[config.mk]
export PLATFORM = sky130hd
export DESIGN_NAME = reg_bank
export DESIGN_NICKNAME = d
export VERILOG_FILES = /design/src/rtl/reg_bank_pkg.sv /design/src/rtl/reg_bank_rdport.sv /design/src/rtl/reg_bank.sv
export SDC_FILE = /design/constraint.sdc
export NUM_CORES = 1
export LEC_CHECK = 0
export CORE_ASPECT_RATIO = 1.2
export CORE_MARGIN = 4
export CORE_UTILIZATION = 57
export CTS_CLUSTER_DIAMETER = 120
export DETAILED_ROUTE_END_ITERATION = 10
export PLACE_DENSITY = 0.78
export SYNTH_ARGS = -nofsm -noshare
export SYNTH_HDL_FRONTEND = slang
export SYNTH_SLANG_ARGS = --single-unit
[constraint.sdc]
create_clock -name clk -period 35.4 [get_ports clk]
set_clock_uncertainty 0.15 [all_clocks]
set_input_delay 7.08 -clock clk [delete_from_list [all_inputs] [get_ports clk]]
set_output_delay 7.08 -clock clk [all_outputs]
set_load 0.05 [all_outputs]
[src/rtl/reg_bank_pkg.sv]
// reg_bank_pkg: shared defaults and parameter legality checks for the reg_bank slice.
//   DefaultWidth / DefaultDepth : default data width and register count
//   width_ok() / depth_ok()     : elaboration-time range checks used by reg_bank
package reg_bank_pkg;

    localparam int unsigned DefaultWidth = 32;
    localparam int unsigned DefaultDepth = 8;

    localparam int unsigned MinWidth = 8;
    localparam int unsigned MaxWidth = 128;
    localparam int unsigned MinDepth = 2;
    localparam int unsigned MaxDepth = 64;

    function automatic bit width_ok(int unsigned w);
        return (w % 8 == 0) && (w >= MinWidth) && (w <= MaxWidth);
    endfunction

    function automatic bit depth_ok(int unsigned d);
        return (d >= MinDepth) && (d <= MaxDepth);
    endfunction

endpackage

[src/rtl/reg_bank_rdport.sv]
// reg_bank_rdport: one registered read port of the register bank.
//   clk_i, rst_i        : clock, asynchronous active-high reset
//   rd_en_i, rd_addr_i  : read request and index
//   mem_i               : current register contents (all registers)
//   wr_*_i              : the write being applied on the same edge (for write-first)
//   rd_data_o           : registered read data, held while rd_en_i=0
//   oor_o               : combinational flag, enabled read with index >= DEPTH
module reg_bank_rdport
    import reg_bank_pkg::*;
#(
    parameter int unsigned WIDTH = DefaultWidth,
    parameter int unsigned DEPTH = DefaultDepth,
    localparam int unsigned AW = $clog2(DEPTH),
    localparam int unsigned NB = WIDTH / 8
) (
    input  logic                              clk_i,
    input  logic                              rst_i,
    input  logic                              rd_en_i,
    input  logic [AW-1:0]                     rd_addr_i,
    input  logic [DEPTH-1:0][WIDTH-1:0]       mem_i,
    input  logic                              wr_en_i,
    input  logic [AW-1:0]                     wr_addr_i,
    input  logic [WIDTH-1:0]                  wr_data_i,
    input  logic [NB-1:0]                     wr_be_i,
    output logic [WIDTH-1:0]                  rd_data_o,
    output logic                              oor_o
);

    localparam logic [AW:0] DepthW = (AW + 1)'(DEPTH);

    logic             rd_in_range;
    logic [WIDTH-1:0] word;
    logic [WIDTH-1:0] rd_data_d, rd_data_q;

    always_comb begin
        rd_in_range = {1'b0, rd_addr_i} < DepthW;
        oor_o       = rd_en_i && !rd_in_range;

        word = '0;
        for (int unsigned i = 0; i < DEPTH; i++) begin
            if (rd_addr_i == AW'(i)) begin
                word = mem_i[i];
            end
        end

        // Write-first: an in-range read that matches the write address sees the merged bytes.
        // A matching write address is in range whenever the read address is.
        if (wr_en_i && (wr_addr_i == rd_addr_i)) begin
            for (int unsigned b = 0; b < NB; b++) begin
                if (wr_be_i[b]) begin
                    word[b*8 +: 8] = wr_data_i[b*8 +: 8];
                end
            end
        end

        rd_data_d = rd_data_q;
        if (rd_en_i) begin
            rd_data_d = rd_in_range ? word : '0;
        end
    end

    always_ff @(posedge clk_i or posedge rst_i) begin
        if (rst_i) begin
            rd_data_q <= '0;
        end else begin
            rd_data_q <= rd_data_d;
        end
    end

    assign rd_data_o = rd_data_q;

endmodule

[src/rtl/reg_bank.sv]
// reg_bank: DEPTH x WIDTH register bank, one byte-enabled write port, two registered read
// ports, per-register dirty flags and an out-of-range error pulse.
//   clk, rst                          : clock, asynchronous active-high reset
//   wr_en, wr_addr, wr_data, wr_be    : write request with byte enables
//   rd_en_a/b, rd_addr_a/b            : read requests
//   rd_data_a/b                       : registered read data (1-cycle latency)
//   clr_dirty, dirty                  : dirty-flag clear and per-register flags
//   err                               : one-cycle pulse after any out-of-range access
module reg_bank
    import reg_bank_pkg::*;
#(
    parameter int unsigned WIDTH = DefaultWidth,
    parameter int unsigned DEPTH = DefaultDepth,
    localparam int unsigned AW = $clog2(DEPTH),
    localparam int unsigned NB = WIDTH / 8
) (
    input  logic             clk,
    input  logic             rst,
    input  logic             wr_en,
    input  logic [AW-1:0]    wr_addr,
    input  logic [WIDTH-1:0] wr_data,
    input  logic [NB-1:0]    wr_be,
    input  logic             rd_en_a,
    input  logic [AW-1:0]    rd_addr_a,
    input  logic             rd_en_b,
    input  logic [AW-1:0]    rd_addr_b,
    output logic [WIDTH-1:0] rd_data_a,
    output logic [WIDTH-1:0] rd_data_b,
    input  logic             clr_dirty,
    output logic [DEPTH-1:0] dirty,
    output logic             err
);

    if (!width_ok(WIDTH) || !depth_ok(DEPTH)) begin : g_bad_param
        $error("reg_bank: illegal WIDTH/DEPTH parameters");
    end

    localparam logic [AW:0] DepthW = (AW + 1)'(DEPTH);

    logic [DEPTH-1:0][WIDTH-1:0] mem_d, mem_q;
    logic [DEPTH-1:0]            dirty_d, dirty_q;
    logic                        err_d, err_q;
    logic                        wr_hit;
    logic                        oor_a, oor_b;

    always_comb begin
        wr_hit  = wr_en && ({1'b0, wr_addr} < DepthW);
        mem_d   = mem_q;
        // Clear first so a write on the same edge leaves its own bit set.
        dirty_d = clr_dirty ? '0 : dirty_q;
        for (int unsigned i = 0; i < DEPTH; i++) begin
            if (wr_hit && (wr_addr == AW'(i))) begin
                dirty_d[i] = 1'b1;
                for (int unsigned b = 0; b < NB; b++) begin
                    if (wr_be[b]) begin
                        mem_d[i][b*8 +: 8] = wr_data[b*8 +: 8];
                    end
                end
            end
        end
        err_d = (wr_en && !wr_hit) || oor_a || oor_b;
    end

    always_ff @(posedge clk or posedge rst) begin
        if (rst) begin
            mem_q   <= '0;
            dirty_q <= '0;
            err_q   <= 1'b0;
        end else begin
            mem_q   <= mem_d;
            dirty_q <= dirty_d;
            err_q   <= err_d;
        end
    end

    reg_bank_rdport #(
        .WIDTH (WIDTH),
        .DEPTH (DEPTH)
    ) u_rdport_a (
        .clk_i     (clk),
        .rst_i     (rst),
        .rd_en_i   (rd_en_a),
        .rd_addr_i (rd_addr_a),
        .mem_i     (mem_q),
        .wr_en_i   (wr_en),
        .wr_addr_i (wr_addr),
        .wr_data_i (wr_data),
        .wr_be_i   (wr_be),
        .rd_data_o (rd_data_a),
        .oor_o     (oor_a)
    );

    reg_bank_rdport #(
        .WIDTH (WIDTH),
        .DEPTH (DEPTH)
    ) u_rdport_b (
        .clk_i     (clk),
        .rst_i     (rst),
        .rd_en_i   (rd_en_b),
        .rd_addr_i (rd_addr_b),
        .mem_i     (mem_q),
        .wr_en_i   (wr_en),
        .wr_addr_i (wr_addr),
        .wr_data_i (wr_data),
        .wr_be_i   (wr_be),
        .rd_data_o (rd_data_b),
        .oor_o     (oor_b)
    );

    assign dirty = dirty_q;
    assign err   = err_q;

endmodule

==> results of run 1 <==
layer usage:
metal  vias to the layer above  share of wire, %  global-route usage, %
li1                       5736                 -                      -
met1                      6771                39                   40.4
met2                       793                47                   49.6
met3                       192               9.1                   6.01
met4                         4               5.2                   15.0
met5                         -             0.043                      0
where the power goes:
part | switching [W] | internal (W)
Combinational | 0.000151 | 0.000138
Sequential | 0.0000658 | 0.000457
Clock | 0.000151 | 0.000211
area by class of cell:
| class | count | area, um^2 |
|---|---|---|
| Inverter | 16 | 67.6 |
| Tap cell | 390 | 488 |
| Sequential cell | 328 | 8210 |
| Multi-Input combinational cell | 1045 | 8300 |
| Fill cell | 2288 | 10200 |
| Timing Repair Buffer | 141 | 1330 |
| Clock buffer | 52 | 1080 |
| Clock inverter | 10 | 50.0 |
worst max path at each step:
stage	startpoint	end	slack, ns	depth (start not counted)
global placement	rst	u_rdport_a.rd_data_o[27]	25.16	4
global route	rst	mem_q[226]	25.36	4
finish	rd_addr_a[0]	u_rdport_a.rd_data_o[10]	25.70	7
CTS	rst	mem_q[127]	25.67	4
floorplan	rst	dirty[0]	19.09	1
detailed placement	rst	mem_q[191]	25.12	4
cells by family (layout without fill, tap and decap cells):
family	after synthesis	count (layout)	synth area share (%)
xor gates and xnor gates	6	6	0.306
buffers and inverters	150	219	4.03
other	1	1	0.0218
DFF	328	328	47.8
AOI/OAI and AO/OA	342	342	14.5
muxes	355	355	24.1
and+or+nand+nor	341	341	9.26
state kept, by name, summed over array words and instances, names as in the netlist:
name	cells
dirty	8
mem_q	256
u_rdport_b.rd_data_o	32
u_rdport_a.rd_data_o	32
cell usage in the layout (no fill, tap or decap), types with 33 or more instances in the layout:
cell / n
clkdlybuf4s50_1: 115
a211oi_1: 54
dfrtp_1: 328
nor2b_1: 34
a22oi_1: 68
nor2_1: 66
mux2i_1: 48
mux2_1: 35
nand3_1: 66
a21oi_1: 37
mux2_2: 254
nand2_1: 138
clkbuf_16: 37
a31oi_1: 33
metrics by stage:
stage,utilization [%],worst slack (ns),cell area (um^2)
2_1_floorplan,-,19.09,17200
5_1_grt,65.8,25.36,19500
3_5_place_dp,61.9,25.12,18400
3_3_place_gp,61.9,25.16,18400
4_1_cts,65.8,25.67,19500
6_report,65.8,25.70,19500
==> flow_summary_export.csv, run 1 <==
group,metric,value,unit
cells_and_area,layout.cells.non_filler,1982,
global_routing,grt_usage,30.8,%
routing,routedWlPerCell,25.8,um
placed_design,place_hpwl,30400,um
floorplan,start_util,57.8,%
worst_hold_path,whs_path_depth,1,
clock_network,insertion_delay,0.52,ns
clock_network,root_buffer,"clkbuf_16",
global_routing,grt_pass1_wl,79900,um
worst_hold_path,min_path_type,"register to register",
placed_design,dp.cells,1920,
yosys,synthCells,1523,
clock_network,post_cts_resized,0,
cells_and_area,nets,1618,
pwr,power,0.00117,W
yosys,synth_area_leaders,"dfrtp_1 48%, mux2_2 17%, nand2_1 3.0%",
timing,grt_setup_unrepaired,"no",
yosys,synth.ff_latch_count,328,
timing,hold_ws,0.332,ns
setup_path,critPathArrivalTime,9.96,ns
yosys,async_flop_share,100,%
setup_path,worst-path-buf-inv,2,
clock_network,cts_buffers,35,
setup_path,worstPathCellList,"buf_4 > buf_4 > xor2_1 > nor4b_2 > and3_1 > a22oi_1 > o31ai_1",
placed_design,place.gp.congestion,0.874,
clock_network,cts_hold_buf,0,
clock_network,clkTransAtPathRegs,0.06,ns
timing,fmax,103,MHz
floorplan,die_y,198,um
setup_path,reg2reg_depth,4,
global_routing,grt_pass1_vias,13800,
floorplan,coreArea,29700,um^2
routing,wirelength,51200,um
floorplan,ioPinCount,124,
worst_hold_path,min_to,"dirty[0]",
yosys,synth_warnings,0,
setup_path,crit_path_top_delay_cell,"buf_4",
cells_and_area,area_delta_synth_final,13.7,%
yosys,synthTopCellsByCount,"328 x dfrtp_1, 254 x mux2_2, 138 x nand2_1",
global_routing,grt_overflow,0,
yosys,yosysMostFrequentCell,"dfrtp_1",
setup_path,r2r-start,"mem_q[111]",
setup_path,crit_path_frequent_cell,"buf_4",
yosys,ys.flop_type,"dfrtp_1",
worst_hold_path,holdCritStartpoint,"dirty[0]",
yosys,yosysTopAreaCell,"dfrtp_1",
timing,drv_slew,0,
job,maxCapViolations,0,
setup_path,reg2reg_slack,33.68,ns
pwr,p_leak,8.23,nW
global_routing,grt_max_degree,119,
routing,drt_first_pass_iters,5,
yosys,synth_top_area_share,47.8,%
pwr,power.density,60.1,nW/um^2
global_routing,antenna_found_initial,2,
setup_path,crit_fanout,64,
yosys,yosysSeqAreaShare,47.8,%
timing,period_needed,9.70,ns
clock_network,cts_buffer_depth,3,
routing,postRouteAntennaNets,0,
yosys,syn_area_per_cell,11.3,um^2
clock_network,cts_sinks,328,
run_status,run_status,"finished clean",
routing,via_per_inst,6.81,
yosys,syn_area,17200,um^2
setup_path,critPathMaxStageDelay,0.79,ns
floorplan,dieArea,33000,um^2
setup_path,worstSetupStartpointType,"input port",
timing,finalSetupViolCount,0,
timing,slew_headroom,14.7,%
floorplan,die_x,166,um
pwr,ir_worst_vdd,0.0000456,V
timing,fin_setup_tns,0,ns
setup_path,end_kind,"register",
routing,route.detailed.drc,0,
timing,tightest_slew,1.28,ns
setup_path,required,35.67,ns
cells_and_area,diodes,0,
setup_path,path_class,"input port to register",
routing,dr.first_iter.drc_count,1366,
placed_design,port_buffers,122,
timing,min_period_over_period,27.4,%
clock_network,tritoncts,"yes",
clock_network,post_cts_buffers,0,
setup_path,cp_top_family,"buffers and inverters",
yosys,synth_edf_count,0,
cells_and_area,drive_gt1_share,23.6,%
setup_path,reg2reg_to,"u_rdport_b.rd_data_o[15]",
floorplan,placementRows,69,
yosys,yosysUniqueCellTypes,55,
yosys,syn-num-nets,1574,
timing,finalHoldViolCount,0,
routing,vias,13500,
clock_network,htreeDepth,2,
Note: power is estimated with default switching activity, not from simulation.
==> run 2, diff against run 1 <==
==> constraint.sdc (replaced) <==
create_clock -name clk -period 9.9 [get_ports clk]
set_clock_uncertainty 0.15 [all_clocks]
set_input_delay 1.98 -clock clk [delete_from_list [all_inputs] [get_ports clk]]
set_output_delay 1.98 -clock clk [all_outputs]
set_load 0.05 [all_outputs]
==> run 2 against run 1 <==
Non-clock buffer count up 2. Critical path type unchanged. Flip-flop and latch count did not move. Critical path depth did not move. Cell count decreased by 0.10%. Worst setup slack worse by 20 ns. Global-route usage shrank 0.59 points.
==> flow_summary_export.csv, run 2 (synthesized netlist as in run 1, its figures left out) <==
group,metric,value,unit
timing,grt_setup_unrepaired,"no",
cells_and_area,drive_gt1_share,23.4,%
clock_network,post_cts_buffers,0,
clock_network,cts_sinks,328,
floorplan,dieArea,33000,um^2
placed_design,dp.cells,1922,
timing,drv_slew,0,
floorplan,ioPinCount,124,
cells_and_area,final_cell_mix,"328 x dfrtp_1, 254 x mux2_2, 138 x nand2_1",
worst_hold_path,whs_path_depth,1,
floorplan,start_util,57.8,%
routing,vias,13400,
cells_and_area,fillers,2310,
pwr,ir_worst_vdd,0.000137,V
cells_and_area,area_delta_synth_final,13.7,%
pwr,p_leak,8.21,nW
run_status,run_status,"finished clean",
timing,tightest_slew,1.14,ns
clock_network,htreeDepth,2,
placed_design,port_buffers,122,
clock_network,post_cts_resized,0,
floorplan,coreArea,29700,um^2
cells_and_area,largest_reg_flops,256,
cells_and_area,nets,1620,
routing,wirelength,50400,um
routing,postRouteAntennaNets,0,
timing,slew_headroom,24.1,%
timing,fin_setup_tns,0,ns
timing,finalSetupViolCount,0,
routing,routedWlPerCell,25.4,um
global_routing,grt_pass1_vias,13700,
timing,finalHoldViolCount,0,
floorplan,placementRows,69,
clock_network,cts_buffer_depth,3,
setup_path,crit_fanout,69,
clock_network,insertion_delay,0.53,ns
timing,min_period_over_period,45.8,%
setup_path,path_class,"input port to register",
placed_design,place_hpwl,30800,um
timing,layout_setup_ws,5.37,ns
clock_network,tritoncts,"yes",
cells_and_area,regMostFlops,"mem_q",
timing,period_needed,4.53,ns
worst_hold_path,min_path_type,"register to register",
clock_network,cts_buffers,35,
routing,via_per_inst,6.76,
floorplan,die_x,166,um
setup_path,end_kind,"register",
routing,route.detailed.drc,0,
global_routing,grt_usage,30.2,%
placed_design,post-place-ws,4.96,ns
floorplan,die_y,198,um
cells_and_area,multiInputGateArea,8300,um^2
cells_and_area,layout.area.seq,8210,um^2
clock_network,clkTransAtPathRegs,0.06,ns
clock_network,cts_hold_buf,0,
setup_path,required,10.16,ns
global_routing,grt_overflow,0,
pwr,power.density,215,nW/um^2
job,maxCapViolations,0,
timing,fmax,221,MHz
global_routing,grt_max_degree,157,
global_routing,antenna_found_initial,1,
setup_path,critPathArrivalTime,4.79,ns
setup_path,reg2reg_slack,8.09,ns
setup_path,worstSetupStartpointType,"input port",
cells_and_area,final_common_cell,"dfrtp_1",
global_routing,grt_pass1_wl,78400,um
clock_network,root_buffer,"clkbuf_16",
placed_design,place.gp.congestion,0.892,
setup_path,reg2reg_depth,4,
routing,drt_first_pass_iters,6,
routing,dr.first_iter.drc_count,1290,
cells_and_area,layout.cells.non_filler,1980,
timing,hold_ws,0.332,ns
run 2: cell types whose count changed in the layout (fill, tap and decap cells not counted), sizes merged:
cell and delta:
clkinv -5, clkbuf -3, diode +1, buf +2
bufinv +1, inv -1, clkinvlp +3
run 2: worst paths after layout:
| check | endpoint | from |
|---|---|---|
| worst max register to register | u_rdport_b.rd_data_o[24] | mem_q[120] |
| max in group asynchronous | mem_q[217] | rst |
| worst min-delay path | dirty[1] | dirty[1] |
| worst max-delay path | u_rdport_a.rd_data_o[11] | rd_addr_a[0] |
| worst min register to register | dirty[1] | dirty[1] |
| min in group asynchronous | u_rdport_b.rd_data_o[15] | rst |
run 2: layer usage:
metal / GRT usage (%) / routed length (um)
met4: 14.1 / 2390
met3: 5.79 / 4610
met2: 49.7 / 23900
met1: 39.0 / 19500
met5: 0 / 7
run 2: worst max-delay path, cell delays in order:
cell and delay (ns):
buf_4 0.40, buf_4 0.79, xor2_1 0.28, nor4b_2 0.58, and3_1 0.45, a22oi_1 0.13, o31ai_1 0.14
run 2: through the flow:
stage / cell area [um^2] / utilization [%] / power [W]
global route: 19500 / 65.8 / 0.00437
finish: 19500 / 65.8 / 0.00419
CTS: 19500 / 65.8 / 0.00420
detailed placement: 18400 / 62.0 / 0.00291
global placement: 18400 / 62.0 / 0.00287
floorplan: 17200 / - / 0.00259
run 2: area by class of cell:
type | instances | area share, %
multi-input cells | 1045 | 42.5
flip-flops and latches | 328 | 42.0
repair buffers | 143 | 6.97
clock buffers | 49 | 5.33
well taps | 390 | 2.50
clock inverters | 8 | 0.359
inverters | 16 | 0.327
diodes | 1 | 0.0128
run 2: power breakdown:
part,switching (W),internal [W],leakage [nW]
Clock,0.000532,0.000755,0.546
Combinational,0.000539,0.000493,3.64
Sequential,0.000240,0.00163,4.02
==> run 3, diff against run 2 <==
==> constraint.sdc (replaced) <==
create_clock -name clk -period 4.6 [get_ports clk]
set_clock_uncertainty 0.15 [all_clocks]
set_input_delay 0.92 -clock clk [delete_from_list [all_inputs] [get_ports clk]]
set_output_delay 0.92 -clock clk [all_outputs]
set_load 0.05 [all_outputs]
==> run 3 against run 2 <==
First-iteration DRC count is 12% higher. Worst setup slack lost 4.0 ns. Count of clock-buffer cells in the layout increased by 1. Core utilization increased by 0.42 points. Highest routed layer unchanged.
==> flow_summary_export.csv, run 3 (synthesized netlist as in run 1, its figures left out) <==
group,metric,value,unit
setup_path,end_kind,"register",
floorplan,coreArea,29700,um^2
global_routing,grt_pass1_wl,81500,um
pwr,swShare,31.6,%
timing,grt_setup_unrepaired,"no",
cells_and_area,diodes,0,
pwr,p_leak,8.29,nW
setup_path,crit_cells,5,
pwr,power.density,457,nW/um^2
setup_path,reg2reg_depth,4,
placed_design,dp.cells,1938,
clock_network,cts_hold_buf,0,
pwr,power,0.00898,W
cells_and_area,drive_gt1_share,24.0,%
setup_path,cp_top_family,"simple AND/OR/NAND/NOR gates",
routing,drt_first_pass_iters,7,
setup_path,critPathMaxStageDelay,0.66,ns
timing,fmax,312,MHz
clock_network,post_cts_buffers,0,
clock_network,root_buffer,"clkbuf_16",
setup_path,reg2reg_to,"u_rdport_b.rd_data_o[19]",
setup_path,reg2reg_slack,2.85,ns
run_status,run_status,"finished clean",
floorplan,ioPinCount,124,
pwr,seqPwrFrac,44.9,%
routing,dr.first_iter.drc_count,1450,
clock_network,post_cts_resized,0,
floorplan,die_y,198,um
setup_path,required,4.86,ns
floorplan,dieArea,33000,um^2
timing,hold_ws,0.328,ns
cells_and_area,area_delta_synth_final,14.4,%
cells_and_area,layout.cells.non_filler,1998,
timing,period_needed,3.21,ns
routing,route.detailed.drc,0,
clock_network,cts_buffers,35,
placed_design,place.gp.congestion,0.893,
clock_network,htreeDepth,2,
placed_design,place_hpwl,33400,um
global_routing,grt_pass1_vias,14100,
timing,drv_slew,0,
clock_network,cts_buffer_depth,3,
pwr,p_int,0.00614,W
routing,vias,13700,
clock_network,tritoncts,"yes",
placed_design,port_buffers,122,
timing,slew_headroom,34.6,%
setup_path,critPathCapture,"mem_q[90]",
worst_hold_path,min_path_type,"register to register",
timing,min_period_over_period,69.7,%
routing,via_per_inst,6.85,
cells_and_area,largest_reg_flops,256,
timing,finalSetupViolCount,0,
timing,finalHoldViolCount,0,
floorplan,die_x,166,um
global_routing,grt_overflow,0,
cells_and_area,nets,1636,
cells_and_area,final_common_cell,"dfrtp_1",
floorplan,placementRows,69,
job,maxCapViolations,0,
pwr,ir_worst_vdd,0.000351,V
routing,postRouteAntennaNets,0,
setup_path,critPathArrivalTime,3.46,ns
clock_network,clkTransAtPathRegs,0.06,ns
setup_path,worstPathCellList,"clkdlybuf4s50_1 > nand2b_1 > nor2_1 > nand2_1 > mux2_1",
routing,wirelength,52900,um
global_routing,grt_usage,31.5,%
setup_path,worstSetupStartpointType,"input port",
clock_network,insertion_delay,0.53,ns
cells_and_area,final_cell_mix,"328 x dfrtp_1, 254 x mux2_2, 138 x nand2_1",
floorplan,start_util,57.8,%
pwr,comb_power_share,25.1,%
routing,routedWlPerCell,26.5,um
setup_path,path_class,"input port to register",
setup_path,crit_start,"wr_addr[0]",
pwr,clock_power_share,30.0,%
pwr,net-switching-power,0.00284,W
clock_network,cts_sinks,328,
setup_path,crit_fanout,8,
setup_path,r2r-start,"mem_q[115]",
timing,tightest_slew,0.979,ns
setup_path,crit_path_top_delay_cell,"nor2_1",
placed_design,post-place-ws,1.04,ns
cells_and_area,fillers,2291,
global_routing,antenna_found_initial,3,
global_routing,grt_max_degree,97,
timing,layout_setup_ws,1.39,ns
setup_path,worst-path-buf-inv,1,
cells_and_area,finalCoreUtilization,66.2,%
cells_and_area,regMostFlops,"mem_q",
[run 3: worst register-to-register path: cells and delay by family (launching register included)]
family           cells  cell delay (ns)
flip-flops           1             0.40
AO/OA/AOI/OAI        2             0.42
AND/OR/NAND/NOR      1             0.15
multiplexers         1             0.48
[run 3: power by group through the flow]
stage | registers (W) | clock network [W] | logic, W
after floorplan | 0.00425 | 0 | 0.00133
after global placement | 0.00402 | 0 | 0.00217
after detailed placement | 0.00405 | 0 | 0.00223
after CTS | 0.00401 | 0.00272 | 0.00224
after global routing | 0.00410 | 0.00284 | 0.00241
final | 0.00403 | 0.00270 | 0.00225
[run 3: worst min path at each step]
| stage | from | end | slack [ns] | cells past startpoint |
|---|---|---|---|---|
| floorplan | mem_q[89] | mem_q[89] | 0.32 | 1 |
| global placement | dirty[2] | dirty[2] | 0.32 | 1 |
| detailed placement | dirty[2] | dirty[2] | 0.32 | 1 |
| CTS | dirty[2] | dirty[2] | 0.33 | 1 |
| global route | dirty[2] | dirty[2] | 0.35 | 1 |
| finish | dirty[2] | dirty[2] | 0.33 | 1 |
[run 3: area by class of cell]
class / instances / area [um^2] / area share (%)
Clock buffer: 50 / 982 / 5.00
Timing Repair Buffer: 159 / 1530 / 7.79
Multi-Input combinational cell: 1045 / 8290 / 42.2
Sequential cell: 328 / 8210 / 41.8
Inverter: 16 / 63.8 / 0.325
Tap cell: 390 / 488 / 2.48
Clock inverter: 10 / 90.1 / 0.458
[run 3: per-stage QoR]
step | instance area, um^2 | setup TNS, ns
after global placement | 18600 | 0
after CTS | 19700 | 0
final | 19700 | 0
after global routing | 19700 | 0
after floorplan | 17200 | -278.37
after detailed placement | 18600 | 0
[run 3: routing by layer]
metal  vias up  share of wire (%)  global-route usage (%)
li1       5794                  -                       -
met1      6805                 38                    40.0
met2       870                 47                    50.9
met3       213                9.6                    7.41
met4         6                5.6                    16.1
met5         -              0.057                       0
